--- src/rtl/debug_pkg.sv ---
// Shared state/section encodings and frame geometry for the debug dump path.
// Pure declarations; no timing or flow-control behaviour of its own.
package debug_pkg;

    localparam int DATA_W         = 32;
    localparam int BYTE_W         = 8;
    localparam int BYTES_PER_WORD = DATA_W / BYTE_W;

    typedef enum logic [7:0] {
        ST_IDLE    = 8'b0000_0001,
        ST_FETCH   = 8'b0000_0010,
        ST_WAIT_RD = 8'b0000_0100,
        ST_LOAD    = 8'b0000_1000,
        ST_SEND    = 8'b0001_0000,
        ST_WAIT_TX = 8'b0010_0000,
        ST_NEXT    = 8'b0100_0000,
        ST_DONE    = 8'b1000_0000
    } state_t;

    typedef enum logic [1:0] {
        SEC_PC  = 2'd0,
        SEC_CYC = 2'd1,
        SEC_REG = 2'd2,
        SEC_MEM = 2'd3
    } section_t;

    // PC and cycle-count words precede the GPR and memory words.
    function automatic int frame_bytes(input int n_reg, input int n_mem);
        return BYTES_PER_WORD * (2 + n_reg + n_mem);
    endfunction

endpackage

--- src/rtl/debug_word_serializer.sv ---
// Sends one loaded word MSB byte first through a start/done byte handshake.
// Start pulse 1 cycle after load, next byte 2 cycles after tx_done; waits indefinitely on tx_done.
module debug_word_serializer
    import debug_pkg::*;
#(
    parameter int DAT_W = 32,
    parameter int OUT_W = 8
) (
    input  logic             clk,
    input  logic             rst,
    input  logic             load_vld,
    input  logic [DAT_W-1:0] load_dat,
    input  logic             tx_done,
    output logic             tx_start,
    output logic [OUT_W-1:0] tx_dat,
    output logic             word_done
);

    localparam int NBYTES = DAT_W / OUT_W;
    localparam int CNT_W  = (NBYTES > 1) ? $clog2(NBYTES) : 1;
    localparam logic [CNT_W-1:0] LAST_BYTE = CNT_W'(NBYTES - 1);

    state_t             phase_q, phase_d;
    logic [DAT_W-1:0]   shift_q, shift_d;
    logic [CNT_W-1:0]   byte_cnt_q, byte_cnt_d;
    logic               tx_start_q, tx_start_d;
    logic [OUT_W-1:0]   tx_dat_q, tx_dat_d;

    always_comb begin
        phase_d    = phase_q;
        shift_d    = shift_q;
        byte_cnt_d = byte_cnt_q;
        word_done  = 1'b0;
        case (phase_q)
            ST_SEND:    phase_d = ST_WAIT_TX;
            ST_WAIT_TX: if (tx_done) phase_d = ST_NEXT;
            ST_NEXT: begin
                if (byte_cnt_q != LAST_BYTE) begin
                    shift_d    = shift_q << OUT_W;
                    byte_cnt_d = byte_cnt_q + CNT_W'(1);
                    phase_d    = ST_SEND;
                end else begin
                    word_done = 1'b1;
                    phase_d   = ST_IDLE;
                end
            end
            default:    phase_d = ST_IDLE;
        endcase
        if (load_vld) begin
            shift_d    = load_dat;
            byte_cnt_d = '0;
            phase_d    = ST_SEND;
        end
        // Byte output is held for the full SEND..WAIT_TX window, zero elsewhere.
        tx_start_d = (phase_d == ST_SEND);
        tx_dat_d   = (phase_d == ST_SEND || phase_d == ST_WAIT_TX) ? shift_d[DAT_W-1 -: OUT_W] : '0;
    end

    always_ff @(posedge clk or posedge rst) begin
        if (rst) begin
            phase_q    <= ST_IDLE;
            shift_q    <= '0;
            byte_cnt_q <= '0;
            tx_start_q <= 1'b0;
            tx_dat_q   <= '0;
        end else begin
            phase_q    <= phase_d;
            shift_q    <= shift_d;
            byte_cnt_q <= byte_cnt_d;
            tx_start_q <= tx_start_d;
            tx_dat_q   <= tx_dat_d;
        end
    end

    assign tx_start = tx_start_q;
    assign tx_dat   = tx_dat_q;

endmodule

--- src/rtl/debug_dump_sequencer.sv ---
// Streams PC, cycle count, GPRs and leading data-memory words to the UART TX.
// First start 4 cycles after accept; stalls on i_tx_done; requests outside IDLE are dropped.
module debug_dump_sequencer
    import debug_pkg::*;
#(
    parameter int OUTPUT_WORD_LENGTH    = 8,
    parameter int LONGITUD_DATO         = 32,
    parameter int CANT_REGISTROS        = 32,
    parameter int ADDR_REG_LENGTH       = 5,
    parameter int CANT_PALABRAS_MEM     = 16,
    parameter int ADDR_MEM_DATOS_LENGTH = 10
) (
    input  logic                             i_clock,
    input  logic                             i_reset,
    input  logic                             i_start_dump,
    input  logic [LONGITUD_DATO-1:0]         i_pc,
    input  logic [LONGITUD_DATO-1:0]         i_contador_ciclos,
    output logic [ADDR_REG_LENGTH-1:0]       o_addr_reg,
    input  logic [LONGITUD_DATO-1:0]         i_dato_reg,
    output logic [ADDR_MEM_DATOS_LENGTH-1:0] o_addr_mem_datos,
    input  logic [LONGITUD_DATO-1:0]         i_dato_mem_datos,
    output logic                             o_tx_start,
    output logic [OUTPUT_WORD_LENGTH-1:0]    o_data_tx,
    input  logic                             i_tx_done,
    output logic                             o_busy,
    output logic                             o_dump_done
);

    localparam int CANT_MAX = (CANT_REGISTROS > CANT_PALABRAS_MEM) ? CANT_REGISTROS : CANT_PALABRAS_MEM;
    localparam int ITEM_W   = $clog2(CANT_MAX) + 1;
    localparam logic [ITEM_W-1:0] LAST_REG = ITEM_W'(CANT_REGISTROS - 1);
    localparam logic [ITEM_W-1:0] LAST_MEM = ITEM_W'(CANT_PALABRAS_MEM - 1);

    state_t                           state_q, state_d;
    section_t                         section_q, section_d;
    logic [ITEM_W-1:0]                item_q, item_d;
    logic [LONGITUD_DATO-1:0]         pc_snap_q, pc_snap_d;
    logic [LONGITUD_DATO-1:0]         cyc_snap_q, cyc_snap_d;
    logic [ADDR_REG_LENGTH-1:0]       addr_reg_q, addr_reg_d;
    logic [ADDR_MEM_DATOS_LENGTH-1:0] addr_mem_q, addr_mem_d;
    logic                             busy_q, busy_d;
    logic                             done_q, done_d;

    logic                     load_vld;
    logic [LONGITUD_DATO-1:0] load_dat;
    logic                     word_done;

    assign load_vld = (state_q == ST_LOAD);

    always_comb begin
        case (section_q)
            SEC_PC:  load_dat = pc_snap_q;
            SEC_CYC: load_dat = cyc_snap_q;
            SEC_REG: load_dat = i_dato_reg;
            default: load_dat = i_dato_mem_datos;
        endcase
    end

    always_comb begin
        state_d    = state_q;
        section_d  = section_q;
        item_d     = item_q;
        pc_snap_d  = pc_snap_q;
        cyc_snap_d = cyc_snap_q;
        case (state_q)
            ST_IDLE: begin
                if (i_start_dump) begin
                    pc_snap_d  = i_pc;
                    cyc_snap_d = i_contador_ciclos;
                    section_d  = SEC_PC;
                    item_d     = '0;
                    state_d    = ST_FETCH;
                end
            end
            ST_FETCH:   state_d = ST_WAIT_RD;
            ST_WAIT_RD: state_d = ST_LOAD;
            ST_LOAD:    state_d = ST_SEND;
            // The serializer runs SEND/WAIT_TX/NEXT per byte; the top waits here for the whole word.
            ST_SEND: begin
                if (word_done) begin
                    state_d = ST_FETCH;
                    item_d  = '0;
                    case (section_q)
                        SEC_PC:  section_d = SEC_CYC;
                        SEC_CYC: section_d = SEC_REG;
                        SEC_REG: begin
                            if (item_q == LAST_REG) section_d = SEC_MEM;
                            else                    item_d    = item_q + ITEM_W'(1);
                        end
                        default: begin
                            if (item_q == LAST_MEM) begin
                                item_d  = item_q;
                                state_d = ST_DONE;
                            end else begin
                                item_d = item_q + ITEM_W'(1);
                            end
                        end
                    endcase
                end
            end
            default:    state_d = ST_IDLE;
        endcase

        addr_reg_d = addr_reg_q;
        addr_mem_d = addr_mem_q;
        if (state_d == ST_FETCH) begin
            addr_reg_d = (section_d == SEC_REG) ? ADDR_REG_LENGTH'(item_d) : '0;
            addr_mem_d = (section_d == SEC_MEM) ? ADDR_MEM_DATOS_LENGTH'(item_d) : '0;
        end else if (state_d == ST_DONE) begin
            addr_reg_d = '0;
            addr_mem_d = '0;
        end

        busy_d = !(state_d inside {ST_IDLE, ST_DONE});
        done_d = (state_d == ST_DONE);
    end

    always_ff @(posedge i_clock or posedge i_reset) begin
        if (i_reset) begin
            state_q    <= ST_IDLE;
            section_q  <= SEC_PC;
            item_q     <= '0;
            pc_snap_q  <= '0;
            cyc_snap_q <= '0;
            addr_reg_q <= '0;
            addr_mem_q <= '0;
            busy_q     <= 1'b0;
            done_q     <= 1'b0;
        end else begin
            state_q    <= state_d;
            section_q  <= section_d;
            item_q     <= item_d;
            pc_snap_q  <= pc_snap_d;
            cyc_snap_q <= cyc_snap_d;
            addr_reg_q <= addr_reg_d;
            addr_mem_q <= addr_mem_d;
            busy_q     <= busy_d;
            done_q     <= done_d;
        end
    end

    debug_word_serializer #(
        .DAT_W (LONGITUD_DATO),
        .OUT_W (OUTPUT_WORD_LENGTH)
    ) u_ser (
        .clk       (i_clock),
        .rst       (i_reset),
        .load_vld  (load_vld),
        .load_dat  (load_dat),
        .tx_done   (i_tx_done),
        .tx_start  (o_tx_start),
        .tx_dat    (o_data_tx),
        .word_done (word_done)
    );

    assign o_addr_reg       = addr_reg_q;
    assign o_addr_mem_datos = addr_mem_q;
    assign o_busy           = busy_q;
    assign o_dump_done      = done_q;

endmodule
--- config.mk ---
export PLATFORM = sky130hd
export DESIGN_NAME = debug_dump_sequencer
export DESIGN_NICKNAME = d
export VERILOG_FILES = /design/src/rtl/debug_pkg.sv /design/src/rtl/debug_word_serializer.sv /design/src/rtl/debug_dump_sequencer.sv
export SDC_FILE = /design/constraint.sdc
export NUM_CORES = 1
export LEC_CHECK = 0
export CAP_MARGIN = 30
export CORE_AREA = 2 2 114 116
export CTS_CLUSTER_SIZE = 12
export DETAILED_ROUTE_END_ITERATION = 8
export DIE_AREA = 0 0 116 118
export DONT_BUFFER_PORTS = 1
export PLACE_DENSITY = 0.7
export RECOVER_POWER = 50
export SETUP_SLACK_MARGIN = 0.4
export SKIP_LAST_GASP = 1
export SYNTH_ARGS = -nofsm -noshare
export SYNTH_HDL_FRONTEND = slang
export SYNTH_SLANG_ARGS = --single-unit
--- constraint.sdc ---
create_clock -name i_clock -period 8.9 [get_ports i_clock]
set_input_delay 0.445 -clock i_clock [delete_from_list [all_inputs] [get_ports i_clock]]
set_output_delay 0.445 -clock i_clock [all_outputs]
set_load 0.01 [all_outputs]
**Word level (Yosys, flattened, before mapping)**

Cells that the tools add are included.
W data, S select, Z words.

- Register bits after elaboration: 148
- Input bits: 132
- Output and inout bits: 26
- Logic and storage cells: 84

- Add/sub/neg operators: 2
- Equal/unequal tests: 20
- Multiplexer cells: 36
- Reduce and logical (&&, ||, !) cells: 11

Operators by type and width:

| kind | count |
|---|---|
| $mux W32 | 3 |
| $pmux W32 S3 | 1 |
| $mux W8 | 7 |
| $pmux W8 S5 | 1 |
| $mux W6 | 5 |
| $eq A8 B5 Y1 const B | 3 |
| $pmux W6 S2 | 2 |
| $pmux W8 S3 | 1 |
| $mux W10 | 2 |
| $mux W5 | 4 |
| $eq A8 B1 Y1 const B | 2 |
| $eq A8 B2 Y1 const B | 2 |
| $eq A8 B6 Y1 const B | 2 |
| $mux W2 | 6 |
| $eq A8 B3 Y1 const B | 1 |
| $eq A8 B4 Y1 const B | 1 |
| $eq A8 B7 Y1 const B | 1 |
| $eq A8 B8 Y1 const B | 1 |
| $reduce_bool A2 Y1 | 4 |
| $add A6 B1 Y6 const B | 1 |
| $eq A2 B2 Y1 const B | 3 |
| $eq A6 B4 Y1 const B | 1 |
| $eq A6 B5 Y1 const B | 1 |
| $pmux W2 S3 | 1 |
| 11 further kinds | 13 |

**Longest topological paths before layout**

- Depth after elaboration: 8
- Depth in mapped cells: 8
- Depth with buffers taken out: 6

**Hierarchy**

From an unflattened synthesis, not the netlist that was laid out.

- Cells, all modules: 727
- Area, all modules: 7218.2 µm²

By module, submodules not included:

| module | instances | cells each | area each (µm²) | sequential area each (µm²) |
|---|---|---|---|---|
| debug_dump_sequencer | 1 | 465 | 4620.7 | 2328.5 |
| debug_word_serializer | 1 | 262 | 2597.5 | 1277.5 |

**Least setup slack after synthesis**

No wires, ideal clock.

- Kind: register -> register
- From: register u_ser.phase_q[7]
- To: register u_ser.shift_q[10]
- Library setup time: 0.131 ns
- Arrival time: 1.791 ns
- Data required time: 8.769 ns
- Setup slack: 6.978 ns
- Cell stages (with the launch flop): 8
- Buffers on the path: 3
- Period minus slack after synthesis: 1.922 ns
- Path through: dfrtp_1 or3_1 nor4_2 buf_4 buf_8 buf_8 mux2i_1 o21ai_1

- Cells in the longest elaborated chain, start to end: 3

RTL lines:

| element | line | RTL |
|---|---|---|
| from (decl) | debug_word_serializer.sv:23 | `state_t phase_q, phase_d;` |
| from (signal assigned) | debug_word_serializer.sv:67 | `phase_q <= phase_d;` |
| $eq A8 B7 Y1 | debug_word_serializer.sv:34 | `case (phase_q)` |
| $reduce_bool A2 Y1 (no source line) | - |  |
| $reduce_and A2 Y1 (no source line) | - |  |
| to (signal assigned) | debug_word_serializer.sv:68 | `shift_q <= shift_d;` |
| to (decl) | debug_word_serializer.sv:24 | `logic [DAT_W-1:0] shift_q, shift_d;` |

Every way passes these cells.
A chain may end at the register's enable or synchronous reset.

==> summary.txt <==
Setup path
  • Crit path largest cell delay: roughly 1700 ps
  • Crit path DAT: around 3200 ps
  • CP Capture Type: async pin
  • Crit path required time: between 9000 and 10,000 ps
  • Crit path cell chain: clkinvlp_2, buf_4
  • CP bufs+invs: 2
  • Max stage delay cell, worst path: clkinvlp_2
  • WS Path Type: input pin to async pin
  • Top delay family on crit path: buffers and inverters
  • Crit Path Max Fanout: between 70 and 80
  • Crit path launch type: input pin

CTS
  • Worst-Skew Late Latency: ~410 ps
  • TritonCTS clock tree: done
  • Postcts setup bufs: 0
  • Clock transition at path regs: 50 ps
  • CTS Sinks: 144
  • Number of gates resized after cts: 0
  • Post-CTS Hold Fix Bufs: 0
  • Num CTS Buffers: 17
  • CTS Buffer Depth: 2
  • Clock Tree Root: clkbuf_16
  • H-tree lvl count: 4

Synthesis
  • Post-Syn Instances: around 640
  • Top FF cell, synth: dfrtp_1
  • Netlist Area Pre-Place: 0.00676 mm²
  • Synth area leader: dfrtp_1
  • Syn Area/Cell: ~11 µm²
  • Share of Yosys cell area claimed by the top area cell type: between 50% and 60%
  • Warnings, synthesis: 0
  • Library cells used by synthesis: 58
  • Top post-synthesis cells by area: dfrtp_1 (53%), nand2_1 (13%), mux4_2 (11%)
  • Sequential-to-total area share from yosys stat: a little over half
  • Synth async-reset ratio: 100%
  • Yosys reg bits: approximately 140
  • Post-synth EDFFs: 0

Timing
  • Rel. slew slack: -110%
  • Fmax: around 0.35 GHz
  • Final setup fails: 0
  • Slew @ Worst Pin: approximately 3100 ps
  • Final hold vios: 0
  • Max Slew Vio Count: 73
  • TNS Setup: 0 ps
  • Hold Slack: between 100 and 150 ps
  • Crit path time final: about 2900 ps
  • Tcrit/Tclk final: between 30% and 40%
  • Fin Clk Skew: about 9.4 ps
  • Unrepaired setup endpoints after global routing: no

Drt
  • Iter 0 DRT Violations: about 400
  • Via count: ~4,700
  • DR DRC count: 0
  • Pre-antenna DRT Iters: 4
  • Vias per cell: between 5 and 6
  • Routed WL: ~16,000 µm
  • Antenna-violating nets left: 0
  • Wire per inst: 19.1 µm

Global route
  • Grt ovf: 0
  • Initial antenna violation count: 0
  • First-pass GRT wire length: between 20,000 and 30,000 µm
  • Number of global-route vias before repair: approximately 5,000
  • Largest net degree at the start of global routing: between 70 and 80
  • Tot GR Track Use: around a quarter

Power and ir drop
  • Power Density: ~210 mW/mm²
  • IR Drop Worst-Case VDD: 0.127 mV
  • Pleak: 3.30 nW

Placed design
  • Post-DP HPWL: 10,800 µm
  • Gp weighted congestion: ~0.95
  • Port buffer count: 0

Final layout
  • Share of cells above drive strength 1: 13.4%
  • Area growth from synthesis to layout: 9.91%
  • # diodes: 0
  • Largest regs: cyc_snap_q: 32 flops, pc_snap_q: 32 flops, u_ser.shift_q: 32 flops
  • Nets: about 770
  • Filler cells: between 1,000 and 1,500

Job
  • Max Cap Viol: 1

Floorplanning
  • Die ar.: roughly 0.014 mm²
  • Die height: 118 µm
  • Initial core utilization: between 50% and 60%
  • FP Rows: 41
  • Die Width: approximately 120 µm
  • I/O pins: 158
  • Core area: 0.0124 mm²

Hold path
  • Hold WC Path Type: input pin to flop

Status
  • Run status: finished, violations left
  • Failing checks: capacitance limit, slew limit
cells in the mapped netlist, drive strengths merged, types with 3 or more instances:
master	n
mux2i	26
a22o	10
or2	3
and2	11
mux4	32
nand2	235
nor3	5
buf	27
nor2	11
nand2b	3
nand3	5
clkbuf	14
and3	3
o31ai	4
inv	16
nor4	7
dfrtp	142
a21oi	8
o21ai	38
path summary, 6_finish.rpt:
kind	from	end	slack, ps	cells past startpoint
worst min-delay path	i_start_dump	state_q[0]	110	1
worst min register to register	cyc_snap_q[17]	cyc_snap_q[17]	470	2
max in group i_clock	state_q[1]	o_addr_mem_datos[5]	6070	6
min in group asynchronous	i_reset	state_q[4]	830	1
worst max register to register	state_q[1]	o_addr_mem_datos[5]	6070	6
worst max-delay path	i_reset	section_q[0]	6020	2
stage by stage:
stage               cell area (µm²)  utilization [%]  power (mW)  instances  setup WS [ps]
detailed placement             6840             55.1       0.910        786           6040
finish                         7420             59.8        1.59        819           6020
floorplan                      6790                -       0.871        650           4590
global placement               6840             55.1       0.901        786           6220
CTS                            7410             59.7        1.60        818           6040
global route                   7420             59.8        1.65        819           5410
metal layers:
layer | GRT usage, % | vias up | part of all wire [%]
met5 | 0 | - | 0
met4 | 8.85 | 0 | 2.0
met3 | 7.00 | 26 | 8.4
met2 | 36.1 | 194 | 47
met1 | 34.6 | 2313 | 43
li1 | - | 2150 | -
layout make-up:
class                      instances  area (µm²)  share of cell area, %
multi-input combinational        449        2910                   39.2
clock inverter                     6        85.1                   1.15
tap                              172         215                   2.90
sequential                       144        3610                   48.6
inverter                          16        61.3                  0.826
timing repair buffer               6        57.6                  0.775
clock buffer                      26         489                   6.59
cells in the final DEF (no fill, tap or decap), drive strengths merged, types with 3 or more instances in the layout:
master      n
mux4       32
nor3        5
nor2       11
dfrtp     142
nand3       5
clkbuf     26
nand2b      3
inv        15
conb       10
o21ai      38
buf         6
nor4        7
a21oi       8
clkinvlp    3
a22o       10
nand2     235
or2         3
and2       11
and3        3
mux2i      26
o31ai       4
cell families (layout without fill, tap and decap cells):
kind of cell	count (synthesis)	count (layout)	share of synthesized area (%)
fa+ha+maj	2	2	0.370
xor+xnor	4	4	0.519
mux	60	60	14.9
simple gates	299	299	19.8
buf+inv	57	54	4.22
flops	144	144	53.4
compound gates	74	74	6.83
other cells	1	10	0.0555
power breakdown:
part / leakage [nW] / internal [mW] / switching [mW]
Clock: 0.275 / 0.434 / 0.254
Sequential: 1.77 / 0.718 / 0.0355
Combinational: 1.26 / 0.0698 / 0.0741
Note: power is estimated with default switching activity, not from simulation.
